## src/rtl/caesar_display_sequencer.sv

```systemverilog
`default_nettype none
// ============================================================================
// Module      : caesar_display_sequencer
// Description : Message buffer with Caesar shift; plays one shifted letter per
//               2**TICK_W clocks to the digit decoder under start/done control.
// Revision    : 1.0
// ============================================================================
module caesar_display_sequencer #(
    parameter int TICK_W = 25,
    parameter int DEPTH  = 8,
    parameter int IDX_W  = 3
) (
    input  logic             CLOCK_50,
    input  logic             Resetn,
    input  logic             wr_en,
    input  logic [4:0]       wr_data,
    input  logic             clear,
    input  logic             start,
    input  logic             decrypt,
    input  logic [4:0]       key,
    output logic             wr_full,
    output logic             busy,
    output logic             done,
    output logic             char_valid,
    output logic [4:0]       char_out,
    output logic [IDX_W-1:0] char_idx
);

    typedef enum logic [1:0] {
        ST_IDLE = 2'd0,
        ST_RUN  = 2'd1,
        ST_DONE = 2'd2
    } state_t;

    localparam logic [IDX_W:0] C_DEPTH = (IDX_W+1)'(DEPTH);

    state_t             state_q, state_d;
    logic [IDX_W:0]     count_q, count_d;
    logic [TICK_W-1:0]  presc_q, presc_d;
    logic [IDX_W-1:0]   idx_q, idx_d;
    logic [4:0]         char_q, char_d;
    logic               valid_q, valid_d;
    logic [4:0]         key_q, key_d;
    logic               dec_q, dec_d;
    logic [4:0]         mem_q [DEPTH];

    logic               wr_fire;
    logic               tick;
    logic               last_letter;
    logic [4:0]         key_mod;
    logic [IDX_W-1:0]   idx_next;
    logic [IDX_W:0]     idx_plus1;

    // Operands are already reduced below 26, so one conditional subtract suffices.
    function automatic logic [4:0] shift_letter(input logic [4:0] c,
                                                input logic [4:0] k,
                                                input logic       dec);
        logic [5:0] sum;
        if (dec) begin
            sum = {1'b0, c} + 6'd26 - {1'b0, k};
        end else begin
            sum = {1'b0, c} + {1'b0, k};
        end
        if (sum >= 6'd26) begin
            sum = sum - 6'd26;
        end
        return 5'(sum);
    endfunction

    assign key_mod     = (key >= 5'd26) ? (key - 5'd26) : key;
    assign tick        = &presc_q;
    assign idx_next    = idx_q + 1'b1;
    assign idx_plus1   = {1'b0, idx_q} + 1'b1;
    assign last_letter = (idx_plus1 == count_q);

    always_comb begin
        state_d = state_q;
        count_d = count_q;
        presc_d = presc_q;
        idx_d   = idx_q;
        char_d  = char_q;
        valid_d = valid_q;
        key_d   = key_q;
        dec_d   = dec_q;
        wr_fire = 1'b0;
        case (state_q)
            ST_IDLE: begin
                if (clear) begin
                    count_d = '0;
                end else if (start && (count_q != '0)) begin
                    state_d = ST_RUN;
                    key_d   = key_mod;
                    dec_d   = decrypt;
                    idx_d   = '0;
                    presc_d = '0;
                    valid_d = 1'b1;
                    char_d  = shift_letter(mem_q[0], key_mod, decrypt);
                end else if (wr_en && (wr_data <= 5'd25) && (count_q != C_DEPTH)) begin
                    wr_fire = 1'b1;
                    count_d = count_q + 1'b1;
                end
            end
            ST_RUN: begin
                presc_d = presc_q + 1'b1;
                if (clear) begin
                    state_d = ST_IDLE;
                    count_d = '0;
                    valid_d = 1'b0;
                    presc_d = '0;
                end else if (tick) begin
                    if (last_letter) begin
                        state_d = ST_DONE;
                        valid_d = 1'b0;
                        presc_d = '0;
                    end else begin
                        idx_d  = idx_next;
                        char_d = shift_letter(mem_q[idx_next], key_q, dec_q);
                    end
                end
            end
            ST_DONE: begin
                state_d = ST_IDLE;
            end
            default: begin
                state_d = ST_IDLE;
            end
        endcase
    end

    always_ff @(posedge CLOCK_50 or negedge Resetn) begin
        if (!Resetn) begin
            state_q <= ST_IDLE;
            count_q <= '0;
            presc_q <= '0;
            idx_q   <= '0;
            char_q  <= '0;
            valid_q <= 1'b0;
            key_q   <= '0;
            dec_q   <= 1'b0;
        end else begin
            state_q <= state_d;
            count_q <= count_d;
            presc_q <= presc_d;
            idx_q   <= idx_d;
            char_q  <= char_d;
            valid_q <= valid_d;
            key_q   <= key_d;
            dec_q   <= dec_d;
        end
    end

    // Buffer storage carries no reset; only entries below count are ever read.
    always_ff @(posedge CLOCK_50) begin
        if (wr_fire) begin
            mem_q[count_q[IDX_W-1:0]] <= wr_data;
        end
    end

    assign wr_full    = (count_q == C_DEPTH);
    assign busy       = (state_q != ST_IDLE);
    assign done       = (state_q == ST_DONE);
    assign char_valid = valid_q;
    assign char_out   = char_q;
    assign char_idx   = idx_q;

endmodule
`default_nettype wire

```

## config.mk

```make
export PLATFORM = sky130hd
export DESIGN_NAME = caesar_display_sequencer
export DESIGN_NICKNAME = d
export VERILOG_FILES = /design/src/rtl/caesar_display_sequencer.sv
export SDC_FILE = /design/constraint.sdc
export NUM_CORES = 1
export LEC_CHECK = 0
export CAP_MARGIN = 20
export CORE_MARGIN = 10
export CORE_UTILIZATION = 55
export CTS_CLUSTER_DIAMETER = 60
export DETAILED_ROUTE_END_ITERATION = 10
export PLACE_DENSITY = 0.74
export RECOVER_POWER = 25
export SLEW_MARGIN = 20
export SYNTH_ARGS = -nofsm -noshare
export SYNTH_HDL_FRONTEND = slang
export SYNTH_SLANG_ARGS = --single-unit
export TNS_END_PERCENT = 20
```

## constraint.sdc

```tcl
create_clock -name CLOCK_50 -period 5.5 [get_ports CLOCK_50]
set_clock_uncertainty 0.2 [all_clocks]
set_input_delay 1.1 -clock CLOCK_50 [delete_from_list [all_inputs] [get_ports CLOCK_50]]
set_output_delay 1.1 -clock CLOCK_50 [all_outputs]
set_load 0.01 [all_outputs]
```

==> impl_metrics.env, run 1 <==
export IMPL_maxSlewHeadroom=-0.685
export IMPL_post_cts_resized=0
export IMPL_syn_num_nets=583
export IMPL_portBuffers=27
export IMPL_drv_slew=47
export IMPL_area_growth_pct=10.4
export IMPL_avgSynthCellArea_um2=10.2
export IMPL_vias=4015
export IMPL_ctsHoldBuffers=0
export IMPL_end_kind="flip-flop"
export IMPL_ys_ff_latch=86
export IMPL_cts_root_buf="clkbuf_8"
export IMPL_antenna_found_initial=0
export IMPL_drt_total_wl_um=11600
export IMPL_drc_errors=0
export IMPL_max_freq_mhz=198
export IMPL_tightest_slew_ns=2.53
export IMPL_yosysMostFrequentCell="nand2_1"
export IMPL_pwr_share_comb=0.397
export IMPL_status="finished, violations left"
export IMPL_arrival_ns=5.14
export IMPL_finish_net_count=606
export IMPL_ir_worst_vdd_uv=186
export IMPL_reg2reg_depth=14
export IMPL_first_global_vias=4013
export IMPL_drt_iter0_markers=256
export IMPL_synth_edf_count=40
export IMPL_viasPerCell=5.89
export IMPL_initial_core_util=0.571
export IMPL_dpl_cell_count=666
export IMPL_p_int_uw=1330
export IMPL_core_area_um2=9370
export IMPL_n_antenna_cell=0
export IMPL_power_frac_seq=0.378
export IMPL_p_per_area_nw_per_um2=359
export IMPL_hp_class="reg -> reg"
export IMPL_async_reset_ff_frac=0.535
export IMPL_ant_nets=0
export IMPL_grt_pass1_wl_um=19600
export IMPL_p_leak_uw=0.00243
export IMPL_cts_buffers=9
export IMPL_cts_tree="done"
export IMPL_layout_drive_gt1_share=0.0741
export IMPL_synth_cell_types=60
export IMPL_crit_type="in -> reg"
export IMPL_clockBufferDepth=2
export IMPL_path_clk_slew_ns=0.09
export IMPL_pwr_share_clk=0.225
export IMPL_rsz0062_at_grt="false"
export IMPL_chipHeight_um=119
export IMPL_synth_top_area_frac=0.224
export IMPL_clock_latency_ns=0.36
export IMPL_ys_warn_count=0
export IMPL_netlist_top_cells_area="edfxtp_1, dfrtp_1, ha_1"
export IMPL_nFillCells=771
export IMPL_period_share=0.920
export IMPL_utilization=0.631
export IMPL_row_count=35
export IMPL_synth_largest_area_cell="edfxtp_1"
export IMPL_ys_seq_area_frac=0.439
export IMPL_violations="capacitance limit, slew limit"
export IMPL_cts_sinks=86
export IMPL_grt_max_degree=47
export IMPL_synth_ff_type="dfrtp_1"
export IMPL_setup_viol_count_final=0
export IMPL_sw_frac_of_total=0.376
export IMPL_max_cap_violations=1
export IMPL_stdcell_count=682
export IMPL_gr_total_overflow=0
export IMPL_cp_required_ns=5.58
export IMPL_switchingPower_uw=799
export IMPL_first_pass_iters=5
export IMPL_hpwlAfterDp_um=8570
export IMPL_path_max_fanout=7
export IMPL_track_usage=0.166
export IMPL_wl_per_cell_um=17.0
export IMPL_die_w_um=119
export IMPL_hold_viol=0
export IMPL_gp_congestion=0.887
export IMPL_h_tree_depth=3
export IMPL_syn_area_um2=5350
export IMPL_min_period_ns=5.06
export IMPL_synthTopCellsByCount="nand2_1, dfrtp_1, edfxtp_1"
export IMPL_cts_setup_buffers=0
export IMPL_start_kind="input port"
export IMPL_finalSetupTns_ns=0
export IMPL_synthCells=525
export IMPL_worstHoldPathCells=1
export IMPL_io_pins=28
export IMPL_dieArea_um2=14100
## flip-flops by register name, indices dropped and copies added (netlist names)
signal,cells
char_idx,3
char_out,5
char_valid,1
count_q,4
dec_q,1
key_q,5
mem_q,40
presc_q,25
state_q,2
## metrics by stage
| stage | setup WS, ns | power (µW) | cell area (µm²) | hold WS, ns |
|---|---|---|---|---|
| final | 0.438 | 2120 | 5910 | 0.276 |
| after floorplan | 0.917 | 1430 | 5350 | 0.233 |
| after detailed placement | 0.0789 | 1650 | 5700 | 0.262 |
| after global routing | 0.200 | 2290 | 5910 | 0.307 |
| after CTS | 0.470 | 2130 | 5920 | 0.276 |
| after global placement | 0.260 | 1620 | 5700 | 0.254 |
## final timing paths
check,from,end,slack (ns)
setup / recovery,key[1],char_out[1],0.44
max in group asynchronous,Resetn,char_idx[1],2.26
hold reg to reg,presc_q[12],presc_q[12],0.28
min in group asynchronous,Resetn,char_out[1],1.42
hold / removal,presc_q[12],presc_q[12],0.28
setup reg to reg,char_idx[1],char_out[2],0.80
## critical path: stages
cell and delay, ns:
clkdlybuf4s50_1 0.48, inv_1 0.08, ha_1 0.24, inv_1 0.08, nor2_1 0.06, o31ai_1 0.41
inv_1 0.16, ha_1 0.30, inv_1 0.04, ha_1 0.22, fa_1 0.43, a21o_1 0.17
a21oi_1 0.16, xor2_1 0.08, a221o_1 0.40, o211a_1 0.16, or4_1 0.40, a31oi_1 0.17
## final cells by class
type,count,area (µm²),share of cell area
Timing Repair Buffer,30,284,0.0480
Clock buffer,9,124,0.0209
Inverter,38,143,0.0241
Sequential cell,86,2350,0.398
Tap cell,129,161,0.0273
Clock inverter,7,90.1,0.0152
Multi-Input combinational cell,383,2760,0.467
## cells by family after synthesis
family	synth area share
fa+ha+maj	0.104
mux	0.0636
compound gates	0.157
simple gates	0.161
flops	0.439
xor+xnor	0.0304
buf+inv	0.0453
## layout by cell type, fill, tap and decap left out, types with 8 or more instances in the layout
master / netlist / final
nor2b_1: 11 / 11
nand4_1: 9 / 9
a31oi_1: 8 / 8
nor3_1: 17 / 17
clkdlybuf4s50_1: 0 / 26
ha_1: 38 / 38
nand2_1: 49 / 49
xnor2_1: 9 / 9
o21ai_1: 28 / 28
a21oi_1: 17 / 17
nand3_1: 8 / 8
o21ai_0: 26 / 26
o31ai_1: 14 / 14
clkbuf_8: 0 / 9
mux4_2: 10 / 10
dfrtp_1: 46 / 46
edfxtp_1: 40 / 40
nor2_1: 37 / 37
inv_1: 37 / 37
## power by group through the flow
stage	Sequential, µW	Combinational (µW)	Clock [µW]
floorplan	795	638	0
global placement	813	809	0
detailed placement	818	833	0
CTS	804	840	489
global route	815	953	519
finish	804	843	478
## layer usage
metal	global-route usage	vias to the layer above	part of all wire
li1	-	1960	-
met3	0.0309	17	0.039
met1	0.208	1955	0.45
met4	0.0481	0	0.015
met5	0	-	0
met2	0.283	83	0.50
(Power assumes the default switching activity.)
==> inputs of run 2 (changes only) <==
--- a/config.mk
+++ b/config.mk
@@ -10,7 +10,7 @@
 export CORE_UTILIZATION = 55
 export CTS_CLUSTER_DIAMETER = 60
 export DETAILED_ROUTE_END_ITERATION = 10
-export PLACE_DENSITY = 0.74
+export PLACE_DENSITY = 0.76
 export RECOVER_POWER = 25
 export SLEW_MARGIN = 20
 export SYNTH_ARGS = -nofsm -noshare
==> run 2 against run 1 <==
Compared with the run above:
- the run still ends with capacitance limit, slew limit left
- first-iteration DRC count increased by 9.0%
- sequential power about the same
- core utilization increased by 0.053 points
- routed wire length increased by 0.56%
- design area about the same
- critical path type unchanged
- highest routed layer unchanged
==> impl_metrics.env, run 2 (synthesis results as in run 1) <==
export IMPL_maxSlewHeadroom=-0.725
export IMPL_rsz0062_at_grt="false"
export IMPL_first_global_vias=4018
export IMPL_die_w_um=119
export IMPL_drt_iter0_markers=279
export IMPL_min_period_ns=5.11
export IMPL_layout_commonest_cell="nand2_1"
export IMPL_pwr_share_clk=0.231
export IMPL_switchingPower_uw=781
export IMPL_hp_class="reg -> reg"
export IMPL_ctsHoldBuffers=0
export IMPL_utilization=0.632
export IMPL_p_leak_uw=0.00244
export IMPL_nFillCells=783
export IMPL_sw_frac_of_total=0.365
export IMPL_gp_congestion=0.891
export IMPL_pwr_share_comb=0.394
export IMPL_portBuffers=27
export IMPL_layout_drive_gt1_share=0.0725
export IMPL_grt_pass1_wl_um=19500
export IMPL_core_area_um2=9370
export IMPL_largest_reg_flops=40
export IMPL_drc_errors=0
export IMPL_ir_worst_vdd_uv=190
export IMPL_clockBufferDepth=2
export IMPL_drt_total_wl_um=11600
export IMPL_viasPerCell=5.91
export IMPL_dieArea_um2=14100
export IMPL_setup_viol_count_final=0
export IMPL_status="finished, violations left"
export IMPL_violations="capacitance limit, slew limit"
export IMPL_path_max_fanout=7
export IMPL_cts_root_buf="clkbuf_8"
export IMPL_max_freq_mhz=196
export IMPL_start_kind="input port"
export IMPL_gr_total_overflow=0
export IMPL_track_usage=0.166
export IMPL_cts_buffers=9
export IMPL_max_cap_violations=1
export IMPL_n_antenna_cell=0
export IMPL_cp_required_ns=5.57
export IMPL_post_cts_resized=0
export IMPL_first_pass_iters=5
export IMPL_row_count=35
export IMPL_end_kind="flip-flop"
export IMPL_mostFrequentLayoutCells="nand2_1, dfrtp_1, edfxtp_1"
export IMPL_finalSetupTns_ns=0
export IMPL_regToRegSetupSlack_ns=0.93
export IMPL_drv_slew=47
export IMPL_ant_nets=0
export IMPL_h_tree_depth=3
export IMPL_wl_per_cell_um=17.1
export IMPL_io_pins=28
export IMPL_clock_latency_ns=0.36
export IMPL_antenna_found_initial=0
export IMPL_path_clk_slew_ns=0.09
export IMPL_chipHeight_um=119
export IMPL_cts_sinks=86
export IMPL_hpwlAfterDp_um=8630
export IMPL_p_per_area_nw_per_um2=362
export IMPL_initial_core_util=0.571
export IMPL_arrival_ns=5.18
export IMPL_area_growth_pct=10.5
export IMPL_grt_max_degree=47
export IMPL_tightest_slew_ns=2.59
export IMPL_hold_viol=0
export IMPL_finish_net_count=605
export IMPL_p_int_uw=1360
export IMPL_power_frac_seq=0.375
export IMPL_cts_setup_buffers=0
export IMPL_p_total_uw=2140
export IMPL_crit_type="in -> reg"
export IMPL_period_share=0.929
export IMPL_cts_tree="done"
export IMPL_vias=4022
[run 2: cell count changes in the layout (fill, tap and decap cells not counted)]
cell / change
clkinv_4: +1
clkinvlp_4: -2
clkinv_2: +1
buf_2: -1
clkinv_8: -1
clkbuf_8: +1
clkbuf_16: +1
inv_4: +1
inv_6: -2
[run 2: worst max-delay path, stage by stage]
cell and delay [ns]:
clkdlybuf4s50_1 0.49, inv_1 0.09, ha_1 0.24, inv_1 0.08, nor2_1 0.06, o31ai_1 0.40
inv_1 0.16, ha_1 0.31, inv_1 0.04, ha_1 0.22, fa_1 0.43, a21o_1 0.18
a21oi_1 0.18, xor2_1 0.08, a221o_1 0.39, o211a_1 0.17, or4_1 0.41, a31oi_1 0.17
[run 2: metrics by stage]
step	instance area, µm²	instances	hold slack (ns)	setup WS, ns
after CTS	5920	681	0.268	0.445
after global routing	5920	681	0.302	0.181
after floorplan	5350	525	0.233	0.917
after detailed placement	5700	665	0.252	0.0775
after global placement	5700	665	0.252	0.254
final	5920	681	0.265	0.390
[run 2: final cells by class]
cell class              count  area [µm²]  area share
repair buffers             29         279      0.0471
flip-flops and latches     86        2350       0.397
clock inverters             5        61.3      0.0104
clock buffers              11         163      0.0275
inverters                  38         143      0.0241
multi-input cells         383        2760       0.466
well taps                 129         161      0.0273
[run 2: worst paths after layout]
| check | end | cells after the start | start |
|---|---|---|---|
| hold reg to reg | presc_q[12] | 1 | presc_q[12] |
| hold / removal | presc_q[12] | 1 | presc_q[12] |
| setup reg to reg | char_out[2] | 14 | char_idx[1] |
| min in group asynchronous | presc_q[2] | 1 | Resetn |
| max in group asynchronous | key_q[0] | 1 | Resetn |
| setup / recovery | char_out[1] | 18 | key[1] |
[run 2: layer usage]
layer | global-route usage | vias up | part of all wire
met5 | 0 | - | 0
met4 | 0.0519 | 0 | 0.014
met3 | 0.0257 | 14 | 0.036
met2 | 0.290 | 64 | 0.50
met1 | 0.205 | 1991 | 0.45
li1 | - | 1953 | -
[run 2: power groups by stage]
stage	clock network (µW)	registers [µW]	logic, µW
2_1_floorplan	0	795	638
4_1_cts	503	802	841
3_5_place_dp	0	816	834
6_report	494	802	845
5_1_grt	534	815	956
3_3_place_gp	0	813	805
